File: config.mk
export PLATFORM = sky130hd
export DESIGN_NAME = krnl_cbc_job_ctrl
export DESIGN_NICKNAME = d
export VERILOG_FILES = /design/src/rtl/krnl_cbc_pkg.sv /design/src/rtl/krnl_cbc_burst_gen.sv /design/src/rtl/krnl_cbc_job_ctrl.sv
export SDC_FILE = /design/constraint.sdc
export NUM_CORES = 1
export LEC_CHECK = 0
export CORE_AREA = 2 2 228 399
export DETAILED_ROUTE_END_ITERATION = 7
export DIE_AREA = 0 0 230 401
export GPL_TIMING_DRIVEN = 1
export HOLD_SLACK_MARGIN = 0.1
export PLACE_DENSITY = 0.44
export RECOVER_POWER = 50
export SYNTH_ARGS = -nofsm -noshare
export SYNTH_HDL_FRONTEND = slang
export SYNTH_SLANG_ARGS = --single-unit
export TNS_END_PERCENT = 1
File: constraint.sdc
create_clock -name ACLK -period 9.9 [get_ports ACLK]
set_input_delay 1.98 -clock ACLK [delete_from_list [all_inputs] [get_ports ACLK]]
set_output_delay 1.98 -clock ACLK [all_outputs]
set_load 0.02 [all_outputs]
File: src/rtl/krnl_cbc_pkg.sv
`default_nettype none
// ----------------------------------------------------------------------------
// krnl_cbc_pkg : shared types and constants for the CBC kernel job sequencer
// Rev 1.0
// ----------------------------------------------------------------------------
package krnl_cbc_pkg;

  typedef enum logic [1:0] {
    IDLE = 2'd0,
    RUN  = 2'd1,
    DONE = 2'd2
  } state_t;

  localparam int WORD_BYTES           = 16;
  localparam int WORD_SHIFT           = $clog2(WORD_BYTES);
  localparam int BURST_WORDS_DEF      = 16;
  localparam int LOG2_BURST_WORDS_DEF = $clog2(BURST_WORDS_DEF);

endpackage
`default_nettype wire

File: src/rtl/krnl_cbc_burst_gen.sv
`default_nettype none
// ----------------------------------------------------------------------------
// krnl_cbc_burst_gen : byte address and length-minus-one of burst i_idx
// Rev 1.0
// ----------------------------------------------------------------------------
module krnl_cbc_burst_gen
  import krnl_cbc_pkg::*;
#(
  parameter int BURST_WORDS = BURST_WORDS_DEF
) (
  input  logic [63:0] i_base,
  input  logic [31:0] i_idx,
  input  logic [31:0] i_total,
  input  logic [31:0] i_words,
  output logic [63:0] o_addr,
  output logic [7:0]  o_len
);

  localparam int          C_SHIFT = $clog2(BURST_WORDS) + WORD_SHIFT;
  localparam logic [31:0] C_MASK  = 32'(BURST_WORDS - 1);

  logic w_last;

  assign w_last = (i_idx == (i_total - 32'd1));
  // 64-bit add wraps silently past the top of the address space
  assign o_addr = i_base + ({32'd0, i_idx} << C_SHIFT);
  assign o_len  = w_last ? 8'((i_words - 32'd1) & C_MASK) : 8'(C_MASK);

endmodule
`default_nettype wire

File: src/rtl/krnl_cbc_job_ctrl.sv
`default_nettype none
// ----------------------------------------------------------------------------
// krnl_cbc_job_ctrl : ap_ctrl_chain job sequencer issuing bounded read/write bursts
// Rev 1.0
// ----------------------------------------------------------------------------
module krnl_cbc_job_ctrl
  import krnl_cbc_pkg::*;
#(
  parameter int BURST_WORDS     = BURST_WORDS_DEF,
  parameter int MAX_OUTSTANDING = 4
) (
  input  logic        ACLK,
  input  logic        ARESETn,
  input  logic        ap_start,
  input  logic        ap_continue,
  output logic        ap_done,
  output logic        ap_idle,
  output logic        ap_ready,
  input  logic [63:0] src_addr,
  input  logic [63:0] dest_addr,
  input  logic [31:0] words_num,
  output logic        rd_req_valid,
  input  logic        rd_req_ready,
  output logic [63:0] rd_req_addr,
  output logic [7:0]  rd_req_len,
  output logic        wr_req_valid,
  input  logic        wr_req_ready,
  output logic [63:0] wr_req_addr,
  output logic [7:0]  wr_req_len,
  input  logic        wr_resp_valid
);

  localparam int C_LOG2_BW = $clog2(BURST_WORDS);

  state_t      r_state, w_state_nxt;
  logic [63:0] r_src, r_dest, w_src_nxt, w_dest_nxt;
  logic [31:0] r_words, r_total, w_words_nxt, w_total_nxt;
  logic [31:0] r_rd_cnt, r_wr_cnt, r_resp_cnt, w_rd_nxt, w_wr_nxt, w_resp_nxt;
  logic        w_capture, w_rd_hs, w_wr_hs, w_resp;
  logic [63:0] w_rd_addr, w_wr_addr;
  logic [7:0]  w_rd_len, w_wr_len;
  logic        w_ready_nxt, w_idle_nxt, w_done_nxt, w_rd_valid_nxt, w_wr_valid_nxt;

  assign w_capture = (r_state == IDLE) && ap_start;
  assign w_rd_hs   = rd_req_valid && rd_req_ready;
  assign w_wr_hs   = wr_req_valid && wr_req_ready;
  assign w_resp    = (r_state == RUN) && wr_resp_valid && (r_resp_cnt != r_total);

  // Outputs are registered from next-cycle values so requests appear the cycle after capture
  assign w_src_nxt   = w_capture ? src_addr  : r_src;
  assign w_dest_nxt  = w_capture ? dest_addr : r_dest;
  assign w_words_nxt = w_capture ? words_num : r_words;
  assign w_total_nxt = w_capture ?
      32'(({1'b0, words_num} + 33'(BURST_WORDS - 1)) >> C_LOG2_BW) : r_total;
  assign w_rd_nxt    = w_capture ? 32'd0 : r_rd_cnt   + 32'(w_rd_hs);
  assign w_wr_nxt    = w_capture ? 32'd0 : r_wr_cnt   + 32'(w_wr_hs);
  assign w_resp_nxt  = w_capture ? 32'd0 : r_resp_cnt + 32'(w_resp);

  krnl_cbc_burst_gen #(.BURST_WORDS(BURST_WORDS)) u_rd_gen (
    .i_base (w_src_nxt),
    .i_idx  (w_rd_nxt),
    .i_total(w_total_nxt),
    .i_words(w_words_nxt),
    .o_addr (w_rd_addr),
    .o_len  (w_rd_len)
  );

  krnl_cbc_burst_gen #(.BURST_WORDS(BURST_WORDS)) u_wr_gen (
    .i_base (w_dest_nxt),
    .i_idx  (w_wr_nxt),
    .i_total(w_total_nxt),
    .i_words(w_words_nxt),
    .o_addr (w_wr_addr),
    .o_len  (w_wr_len)
  );

  always_ff @(posedge ACLK or negedge ARESETn) begin
    if (!ARESETn) r_state <= IDLE;
    else          r_state <= w_state_nxt;
  end

  // A zero-length job passes through RUN for one cycle without issuing requests
  always_comb begin
    w_state_nxt = r_state;
    case (r_state)
      IDLE:    if (ap_start) w_state_nxt = RUN;
      RUN:     if (w_resp_nxt == r_total) w_state_nxt = DONE;
      DONE:    if (ap_continue) w_state_nxt = IDLE;
      default: w_state_nxt = IDLE;
    endcase
  end

  always_comb begin
    w_ready_nxt    = w_capture;
    w_idle_nxt     = (w_state_nxt == IDLE);
    w_done_nxt     = (w_state_nxt == DONE);
    w_rd_valid_nxt = (w_state_nxt == RUN) && (w_rd_nxt < w_total_nxt) &&
                     ((w_rd_nxt - w_resp_nxt) < 32'(MAX_OUTSTANDING));
    w_wr_valid_nxt = (w_state_nxt == RUN) && (w_wr_nxt < w_rd_nxt);
  end

  always_ff @(posedge ACLK or negedge ARESETn) begin
    if (!ARESETn) begin
      r_src      <= '0;
      r_dest     <= '0;
      r_words    <= '0;
      r_total    <= '0;
      r_rd_cnt   <= '0;
      r_wr_cnt   <= '0;
      r_resp_cnt <= '0;
    end else begin
      r_src      <= w_src_nxt;
      r_dest     <= w_dest_nxt;
      r_words    <= w_words_nxt;
      r_total    <= w_total_nxt;
      r_rd_cnt   <= w_rd_nxt;
      r_wr_cnt   <= w_wr_nxt;
      r_resp_cnt <= w_resp_nxt;
    end
  end

  always_ff @(posedge ACLK or negedge ARESETn) begin
    if (!ARESETn) begin
      ap_ready     <= 1'b0;
      ap_idle      <= 1'b1;
      ap_done      <= 1'b0;
      rd_req_valid <= 1'b0;
      rd_req_addr  <= '0;
      rd_req_len   <= '0;
      wr_req_valid <= 1'b0;
      wr_req_addr  <= '0;
      wr_req_len   <= '0;
    end else begin
      ap_ready     <= w_ready_nxt;
      ap_idle      <= w_idle_nxt;
      ap_done      <= w_done_nxt;
      rd_req_valid <= w_rd_valid_nxt;
      rd_req_addr  <= w_rd_valid_nxt ? w_rd_addr : 64'd0;
      rd_req_len   <= w_rd_valid_nxt ? w_rd_len  : 8'd0;
      wr_req_valid <= w_wr_valid_nxt;
      wr_req_addr  <= w_wr_valid_nxt ? w_wr_addr : 64'd0;
      wr_req_len   <= w_wr_valid_nxt ? w_wr_len  : 8'd0;
    end
  end

endmodule
`default_nettype wire
==> metrics.cfg <==
[placement]
dpl.hpwl_mm = 90.3
place_inst = 4479
io_buffers = 307
dp_worst_setup_slack_ps = 604
routabilityCongestion = 0.948

[cells_and_area]
layout_commonest_cell = nand2_1
fill_cells = 9209
layout_common_cells = nand2_1 (458), dfrtp_1 (402), nor2_1 (249), clkdlybuf4s50_1 (217), inv_1 (176)
instances_no_fill = 4564
antenna_cells = 0
drive_above_1_share_pct = 6.58
synthToLayoutAreaGrowth_pct = 23.7
nets = 3687
final_util_pct = 36.9

[worst_setup_path]
worst-path-buf-inv = 3
crit_family = compound AO/OA/AOI/OAI gates
crit_type = in2reg
cp.required_ps = 10390
r2r-start = r_total[17]
r2r_cells = 25
path_common_cell = o2111ai_1
path_cells = clkdlybuf4s50_1 -> or3b_1 -> clkbuf_1 -> o21ai_0 -> ha_1 -> nor3b_1 -> a2111o_1 -> a2111oi_0 -> o2111ai_1 -> or4_1 -> a2111oi_0 -> o2111a_1 -> o2111ai_1 -> nor4_1 -> o2111ai_1 -> or4_2 -> buf_12 -> a311oi_1
cp_slowest_cell = clkbuf_1
slowest_delay_ps = 1190
cp-start-kind = primary input
cp_max_fo = 57
rr_endpoint = rd_req_addr[53]
crit_arrival_ps = 9640
rrSetupSlack_ps = 1540
end_kind = flop

[global_route]
grt_start_max_net_pins = 146
grt_usage_pct = 24.1
grt_remaining_overflow = 0
grt_antenna_before_repair = 1
grt_pass1_vias = 25061
grt_pass1_wl_mm = 166

[power_and_ir_drop]
clkPwrFrac_pct = 32.2
p_sw_share_pct = 36.3
switching_power_uw = 2180
vdd_ir_drop_max_uv = 125
internal_power_uw = 3830
comb_power_share_pct = 33.0
cellPowerDensity_mw_per_mm2 = 183
p_leak_uw = 0.0155
seqPwrFrac_pct = 34.8

[synthesis]
syn_avg_cell_area_um2 = 8.76
synthesis.area_mm2 = 0.0265
ys.flop_type = dfrtp_1
ys_seq_area_share_pct = 38.0
synthesis.instances = 3030
synth_warnings = 0
ys_seq_elements = 403
synth_cell_types = 104
synth_edf_count = 0
async_reset_ff_share_pct = 100

[floorplanning]
floorplan.initialDensity_pct = 29.9
coreArea_mm2 = 0.0889
die_w_um = 230
die_y_um = 401
num_io_pins = 316
die_area_mm2 = 0.0922
floorplan.rows = 145

[clock_network]
path_clk_slew_ps = 60
cts_sinks = 403
root_buffer = clkbuf_16
post_cts_resized = 0
htree_levels = 2
worstSkewPairLatency_ps = 610
cts.path.max_buffers = 3
postCtsSetupBuffers = 0
cts_tree = done
numCtsBuffers = 46
holdBufCountCts = 0

[min_path]
hp-start = r_src[7]
min_to = r_src[7]
hold_path_class = reg2reg
hold_path_depth = 2

[outcome]
outcome = finished, violations left
violations = max-capacitance violations, max-slew violations

[sta]
hold_viol = 0
maxSlewViolCount = 146
finClkSkew_ps = 23.7
whs_ps = 467
min_period_over_period_pct = 92.5
finalSetupViolCount = 0
max-slew-margin-rel_pct = -220
fmax_mhz = 109
final.setup.tns_ps = 0
setup_ws_ps = 747
worst_pin_slew_ps = 4800
period_needed_ps = 9150
rsz0062_at_grt = no

[routing]
viasPerCell = 5.22
finalWirelength_mm = 113
drtIter0Drc = 1311
wire_per_inst_um = 24.7
first_pass_iters = 5
vias = 23822
drc_errors = 0
drtAntennaViolNets = 0

[flow_run]
maxCapViolCount = 3

-- synth_stat cells, types with 20 or more instances --
library cell,number,area (um^2)
or3_1,26,163
o21a_1,22,165
nor3_1,63,315
o21ai_0,106,531
a31oi_1,22,138
and4_1,20,175
dfrtp_1,402,10100
nand3_1,104,521
or4_1,20,150
inv_1,176,661
or2_2,22,138
nor4_1,52,325
clkbuf_1,66,248
mux2i_1,41,410
and3_1,28,175
xnor2_1,172,1510
ha_1,167,2090
buf_2,36,180
xor2_1,145,1270
nand2_1,459,1720
nor2_1,249,935
nand4_1,74,463
nand2b_1,24,150
a21o_1,74,556
a21oi_1,147,736
-- how the worst max path moves through the flow --
stage / cells after the start / startpoint / slack [ps] / endpoint
final: 18 / ap_start / 750 / rd_req_addr[53]
after global placement: 24 / wr_resp_valid / 950 / rd_req_addr[53]
after global routing: 18 / ap_start / 420 / rd_req_addr[55]
after detailed placement: 24 / wr_resp_valid / 600 / rd_req_addr[53]
after floorplan: 30 / ap_start / 1170 / rd_req_addr[56]
after CTS: 24 / wr_resp_valid / 1230 / rd_req_addr[53]
-- through the flow --
step           area [um^2]  power [uW]
6_report             32800        6010
2_1_floorplan        26600        3230
5_1_grt              32800        6360
3_5_place_dp         31200        4140
4_1_cts              32900        6140
3_3_place_gp         31200        4140
-- sequential cells by signal, summed over array words and instances (netlist names), 4 cells and up --
signal       flops
r_total         32
r_src           64
rd_req_len       4
rd_req_addr     64
wr_req_len       4
r_dest          64
wr_req_addr     64
r_wr_cnt        32
r_rd_cnt        32
r_words          4
r_resp_cnt      32
-- area by class of cell --
| cell class | count | area, um^2 | area share, % |
|---|---|---|---|
| clock buffers | 62 | 1270 | 3.88 |
| clock inverters | 23 | 380 | 1.16 |
| inverters | 178 | 676 | 2.06 |
| multi-input cells | 2330 | 15200 | 46.4 |
| flip-flops and latches | 403 | 10100 | 30.7 |
| well taps | 1176 | 1470 | 4.48 |
| repair buffers | 392 | 3720 | 11.3 |
-- power groups by stage --
stage	registers, uW	logic, uW	clock network [uW]
after global placement	2120	2020	0
after global routing	2110	2180	2060
after CTS	2090	2040	2010
final	2090	1980	1940
after detailed placement	2120	2020	0
after floorplan	2200	1040	0
-- worst register-to-register path: stages (launching register included) --
cell and delay (ps):
dfrtp_1 570, xor2_1 250, nor4_1 760, nand4_1 210, o211a_1 260, ha_1 240
ha_1 240, and3_1 260, nand2_1 270, or3_1 220, xnor2_1 90, or2_2 360
ha_1 390, a21oi_1 280, a21oi_1 140, a2111oi_0 450, o2111ai_1 170, or4_1 490
a2111oi_0 530, o2111a_1 310, o2111ai_1 110, nor4_1 310, o2111ai_1 150, or4_2 630
buf_12 220, a311oi_1 340
-- routing by layer --
metal / up-vias / track usage (%) / share of wire (%)
li1: 11258 / - / -
met1: 11693 / 25.9 / 37
met2: 652 / 44.4 / 52
met3: 217 / 3.64 / 4.2
met4: 2 / 14.1 / 6.9
met5: - / 0 / 0.0097
-- kinds of logic after synthesis --
logic type      Yosys count  synth area share (%)
simple gates           1224                  22.3
flops                   403                  38.0
other cells               1                0.0141
buf+inv                 304                  4.79
fa+ha+maj               169                  8.02
compound gates          551                  13.8
mux                      55                  2.15
xor+xnor                323                  11.0
Note: power is estimated with default switching activity, not from simulation.
